**config.mk**
```make
export PLATFORM = sky130hd
export DESIGN_NAME = water_pump_scheduler
export DESIGN_NICKNAME = d
export VERILOG_FILES = /design/src/rtl/water_pump_scheduler.sv
export SDC_FILE = /design/constraint.sdc
export NUM_CORES = 1
export LEC_CHECK = 0
export CAP_MARGIN = 30
export CORE_MARGIN = 2
export CORE_UTILIZATION = 51
export DETAILED_ROUTE_END_ITERATION = 8
export GPL_ROUTABILITY_DRIVEN = 1
export PLACE_DENSITY = 0.78
export SYNTH_ARGS = -nofsm -noshare
export SYNTH_HDL_FRONTEND = slang
export SYNTH_SLANG_ARGS = --single-unit
export TNS_END_PERCENT = 30
```
**constraint.sdc**
```tcl
create_clock -name clk -period 5.3 [get_ports clk]
set_input_delay 1.59 -clock clk [delete_from_list [all_inputs] [get_ports clk]]
set_output_delay 1.59 -clock clk [all_outputs]
set_load 0.03 [all_outputs]
```
**src/rtl/water_pump_scheduler.sv**
```systemverilog
// water_pump_scheduler: shares one supply pump among N_TANKS reservoirs.
// Tracks the level band and fill direction of each tank, grants the pump
// round-robin to tanks below full with a grant cap and a one-cycle valve
// gap, and decodes the flow valves for the granted tank.
// Optional feature: define WATER_SENSOR_CHECK_EN to flag and mask tanks that
// report impossible sensor codes.
module water_pump_scheduler #(
    parameter int N_TANKS   = 4,
    parameter int MAX_GRANT = 32
) (
    input  logic                       clk,
    input  logic                       reset,
    input  logic [3*N_TANKS-1:0]       level,
    output logic [N_TANKS-1:0]         grant,
    output logic [$clog2(N_TANKS)-1:0] gnt_id,
    output logic                       fr3,
    output logic                       fr2,
    output logic                       fr1,
    output logic                       dfr,
    output logic                       busy,
    output logic [N_TANKS-1:0]         sensor_err
);

    localparam int IW = $clog2(N_TANKS);
    localparam int CW = $clog2(MAX_GRANT);
    localparam logic [CW-1:0] CNT_LAST = CW'(MAX_GRANT - 1);

    localparam logic [1:0] ST_IDLE   = 2'd0;
    localparam logic [1:0] ST_GRANT  = 2'd1;
    localparam logic [1:0] ST_SWITCH = 2'd2;

    logic [1:0]         state;
    logic [IW-1:0]      ptr;
    logic [CW-1:0]      cnt;
    logic [1:0]         band_q   [N_TANKS];
    logic [1:0]         band_new [N_TANKS];
    logic [N_TANKS-1:0] dir_q;
    logic [N_TANKS-1:0] code_bad;
    logic [N_TANKS-1:0] masked;
    logic [N_TANKS-1:0] req;
    logic               win_found;
    logic [IW-1:0]      win_idx;
    logic               cur_req;
    logic               other_req;
    logic [1:0]         gnt_band;
    logic               gnt_dir;

    // Decode each tank's sensor column into a level band.
    always_comb begin
        for (int unsigned i = 0; i < N_TANKS; i++) begin
            band_new[i] = band_q[i];
            code_bad[i] = 1'b0;
`ifdef WATER_SENSOR_CHECK_EN
            case (level[3*i +: 3])
                3'b000:  band_new[i] = 2'd0;
                3'b001:  band_new[i] = 2'd1;
                3'b011:  band_new[i] = 2'd2;
                3'b111:  band_new[i] = 2'd3;
                default: code_bad[i] = 1'b1;
            endcase
`else
            casez (level[3*i +: 3])
                3'b1??:  band_new[i] = 2'd3;
                3'b01?:  band_new[i] = 2'd2;
                3'b001:  band_new[i] = 2'd1;
                default: band_new[i] = 2'd0;
            endcase
`endif
        end
    end

    // Track band and fill direction for every tank, every cycle.
    always_ff @(posedge clk or posedge reset) begin
        if (reset) begin
            for (int unsigned i = 0; i < N_TANKS; i++) begin
                band_q[i] <= 2'd0;
                dir_q[i]  <= 1'b1;
            end
        end else begin
            for (int unsigned i = 0; i < N_TANKS; i++) begin
                if (!code_bad[i]) begin
                    if (band_new[i] < band_q[i])
                        dir_q[i] <= 1'b1;
                    else if (band_new[i] > band_q[i])
                        dir_q[i] <= 1'b0;
                    band_q[i] <= band_new[i];
                end
            end
        end
    end

`ifdef WATER_SENSOR_CHECK_EN
    // Latch sensor faults until reset; a faulty tank never requests again.
    always_ff @(posedge clk or posedge reset) begin
        if (reset)
            sensor_err <= '0;
        else
            sensor_err <= sensor_err | code_bad;
    end
    assign masked = sensor_err;
`else
    assign sensor_err = '0;
    assign masked     = '0;
`endif

    // Request generation and round-robin winner search starting at ptr.
    always_comb begin
        int unsigned idx;
        idx       = 0;
        win_found = 1'b0;
        win_idx   = '0;
        for (int unsigned i = 0; i < N_TANKS; i++)
            req[i] = (band_q[i] != 2'd3) && !masked[i];
        for (int unsigned k = 0; k < N_TANKS; k++) begin
            idx = 32'(ptr) + k;
            if (idx >= N_TANKS)
                idx = idx - N_TANKS;
            if (!win_found && req[idx]) begin
                win_found = 1'b1;
                win_idx   = IW'(idx);
            end
        end
        cur_req   = |(req & grant);
        other_req = |(req & ~grant);
    end

    // Grant FSM. ptr is advanced on entry to SWITCH so the winner search out
    // of SWITCH already starts just past the released tank.
    always_ff @(posedge clk or posedge reset) begin
        if (reset) begin
            state  <= ST_IDLE;
            grant  <= '0;
            gnt_id <= '0;
            busy   <= 1'b0;
            ptr    <= '0;
            cnt    <= '0;
        end else begin
            case (state)
                ST_IDLE, ST_SWITCH: begin
                    if (win_found) begin
                        state  <= ST_GRANT;
                        grant  <= N_TANKS'(1) << win_idx;
                        gnt_id <= win_idx;
                        busy   <= 1'b1;
                        cnt    <= '0;
                    end else begin
                        state <= ST_IDLE;
                    end
                end
                ST_GRANT: begin
                    if (!cur_req || (cnt == CNT_LAST && other_req)) begin
                        state  <= ST_SWITCH;
                        grant  <= '0;
                        gnt_id <= '0;
                        busy   <= 1'b0;
                        ptr    <= (gnt_id == IW'(N_TANKS - 1)) ? '0 : gnt_id + 1'b1;
                    end else if (cnt != CNT_LAST) begin
                        cnt <= cnt + 1'b1;
                    end
                end
                default: begin
                    state  <= ST_IDLE;
                    grant  <= '0;
                    gnt_id <= '0;
                    busy   <= 1'b0;
                end
            endcase
        end
    end

    assign gnt_band = band_q[gnt_id];
    assign gnt_dir  = dir_q[gnt_id];

    // Flow valves for the granted tank, closed whenever no grant is held.
    always_comb begin
        fr3 = 1'b0;
        fr2 = 1'b0;
        fr1 = 1'b0;
        dfr = 1'b0;
        if (busy) begin
            case (gnt_band)
                2'd0: begin fr3 = 1'b1; fr2 = 1'b1; fr1 = 1'b1; end
                2'd1: begin fr2 = 1'b1; fr1 = 1'b1; end
                2'd2: fr1 = 1'b1;
                default: ;
            endcase
            dfr = gnt_dir && (gnt_band != 2'd3);
        end
    end

endmodule

```
==> results.json <==
{
  "crit_start": "gnt_id[0]",
  "grt_max_degree": 20,
  "cp-start-kind": "register",
  "hpwlAfterDp_um": 2710,
  "layout_common_cells": "dfrtp_1 (24), clkdlybuf4s50_1 (24), inv_1 (17)",
  "cts_tree": "built",
  "ys_ff_latch": 28,
  "crit_end": "dfr",
  "powerDensity_nw_per_um2": 437.1,
  "syn_avg_cell_area_um2": 10.13,
  "drt_iter0_markers": 46,
  "maxSlewViolCount": 0,
  "worstPathRequired_ns": 3.71,
  "setup_tns_ns": 0,
  "dpl_worst_slack_ns": 1.591,
  "ant_nets": 0,
  "via_per_inst": 5.468,
  "worst_slack_ns": 1.213,
  "chipWidth_um": 60.91,
  "rows": 20,
  "core-area_um2": 3078,
  "io_buffers": 24,
  "die_area_um2": 3709,
  "rsz0062_at_grt": "false",
  "end_kind": "primary output",
  "dr.pass1.iters": 4,
  "cts_buffer_depth": 2,
  "finalCritPeriodShare": 0.7712,
  "finalSetupViolCount": 0,
  "path_max_fanout": 8,
  "crit_type": "reg2out",
  "fillers": 264,
  "holdCritPathClass": "reg2reg",
  "ys_warn_count": 0,
  "area_growth_pct": 20.08,
  "synthCells": 163,
  "cp_slowest_stage_delay_ns": 0.66,
  "ctsResizeCount": 0,
  "period_needed_ns": 4.087,
  "r2r_start": "cnt[0]",
  "cts_made_buffers": 3,
  "worst_pin_slew_ns": 0.5131,
  "fp.dieH_um": 60.91,
  "rr_worst_depth": 6,
  "drive_above_1_share": 0.1283,
  "drc_errors": 0,
  "total_power_w": 0.0008668,
  "wl_per_cell_um": 14.70,
  "fmax_mhz": 244.7,
  "clock_latency_ns": 0.32,
  "cts.sinks": 28,
  "final_core_util": 0.6443,
  "synth_area_um2": 1652,
  "clk_pin_slew_ns": 0.16,
  "dp.cells": 227,
  "grt_usage": 0.2067,
  "postCtsHoldBufs": 0,
  "irDropWorstVdd_mv": 0.1773,
  "relSlewSlack": 0.6554,
  "stdcell_count": 231,
  "cts_max_level": 1,
  "antenna_found_initial": 0,
  "cp_slowest_cell": "clkdlybuf4s50_1",
  "worst-r2r-setup-slack_ns": 3.32,
  "gr-total-overflow": 0,
  "ys_seq_area_frac": 0.4273,
  "final_nets": 213,
  "vias": 1263,
  "cp.arrival_ns": 2.50,
  "post-cts-setup-buffers": 0,
  "grt_pass1_vias": 1193,
  "grt_pass1_wl_um": 5637,
  "place_congestion": 0.8567,
  "antenna_cells": 0,
  "ioPinCount": 29,
  "start_util": 0.5366,
  "r2r-end": "cnt[2]",
  "ys_types": 40,
  "critical_path.cell_chain": "mux4_1 -> a21boi_1 -> and2_1 -> clkdlybuf4s50_1",
  "skew_ns": 0.008402,
  "wl_um": 3396,
  "cts-root-buf": "clkbuf_4",
  "leakagePower_nw": 0.8661,
  "cap_viol_max_count": 0,
  "status": "complete, no violations",
  "hold_violations": 0
}
[Yosys cell counts]
master	count	area share
or2b_1	1	0.0045
or3_1	1	0.0038
nor2_2	2	0.0076
o31ai_2	1	0.0076
or2_2	4	0.015
o21bai_1	3	0.014
a221oi_1	1	0.0053
nand2_1	11	0.025
or2_1	1	0.0038
buf_4	4	0.018
inv_1	17	0.039
a2bb2oi_1	1	0.0053
o211ai_1	2	0.0091
nor2b_1	7	0.027
o41a_1	1	0.0068
conb_1	1	0.0023
o21ai_0	14	0.042
clkbuf_1	1	0.0023
o31a_1	2	0.011
a21boi_1	4	0.018
and2_1	2	0.0076
a22oi_1	2	0.0091
and3_1	2	0.0076
nor4_4	1	0.013
nand3_1	11	0.033
mux4_1	2	0.032
dfrtp_1	24	0.36
ha_1	11	0.083
a2111oi_4	1	0.017
o211ai_2	1	0.0076
buf_6	1	0.0068
nand2_2	1	0.0038
clkbuf_2	2	0.0061
mux4_2	1	0.014
a21oi_1	13	0.039
mux2_2	2	0.014
nor2_1	1	0.0023
o31ai_1	1	0.0045
nor3_2	1	0.0061
dfstp_2	4	0.064
[worst max-delay path: cells and delay by family, from the launching register on]
kind | cells | cell delay, ns
AND/OR/NAND/NOR | 1 | 0.15
flip-flops | 1 | 0.55
AO/OA/AOI/OAI | 1 | 0.19
multiplexers | 1 | 0.63
buffers and inverters | 1 | 0.66
[cells by family (layout without fill, tap and decap cells)]
logic type,count (synthesis),after routing,synth area share
fa+ha+maj,11,11,0.08333
other cells,1,4,0.002271
mux,5,5,0.05909
flops,28,28,0.4273
compound gates,47,47,0.1962
simple gates,46,46,0.1598
buf+inv,25,46,0.07197
[final cells by class]
cell class / instances / area (um^2) / area share
multi-input combinational: 113 / 838.3 / 0.4227
tap: 44 / 55.05 / 0.02776
clock inverter: 1 / 30.03 / 0.01514
clock buffer: 3 / 22.52 / 0.01136
sequential: 28 / 705.7 / 0.3558
timing repair buffer: 25 / 267.8 / 0.1350
inverter: 17 / 63.81 / 0.03218
[worst min-delay path by stage]
stage                   from        to  slack, ns  cells after the start
floorplan             cnt[2]    cnt[2]       0.47                      1
detailed placement  dir_q[2]  dir_q[2]       0.51                      2
global placement      cnt[4]    cnt[4]       0.49                      2
CTS                 dir_q[2]  dir_q[2]       0.53                      2
finish              dir_q[2]  dir_q[2]       0.53                      2
global route          cnt[3]    cnt[3]       0.55                      1
[stage by stage]
stage          cell area [um^2]  hold WS (ns)
2_1_floorplan              1663        0.4652
6_report                   1983        0.5252
3_3_place_gp               1903        0.4914
3_5_place_dp               1931        0.5069
5_1_grt                    1983        0.5496
4_1_cts                    1983        0.5270
[sequential cells by signal (all words and copies together), names as in the netlist]
name and cells:
gnt_id 2, state 2, cnt 5, band_q 8, busy 1, grant 4
dir_q 4, ptr 2
[report_power, final]
part	switching [W]	internal [W]	total [W]	leakage [nW]
clock	0.0000642	0.0000764	0.000141	0.0279
sequential	0.0000771	0.000268	0.000345	0.335
combinational	0.000204	0.000177	0.000381	0.503
[layer usage]
| layer | vias up | global-route usage | share of wire |
|---|---|---|---|
| li1 | 620 | - | - |
| met1 | 601 | 0.2601 | 0.42 |
| met2 | 36 | 0.3825 | 0.53 |
| met3 | 6 | 0.02772 | 0.042 |
| met4 | 0 | 0.03416 | 0.0097 |
| met5 | - | 0 | 0 |
(Power assumes the default switching activity.)
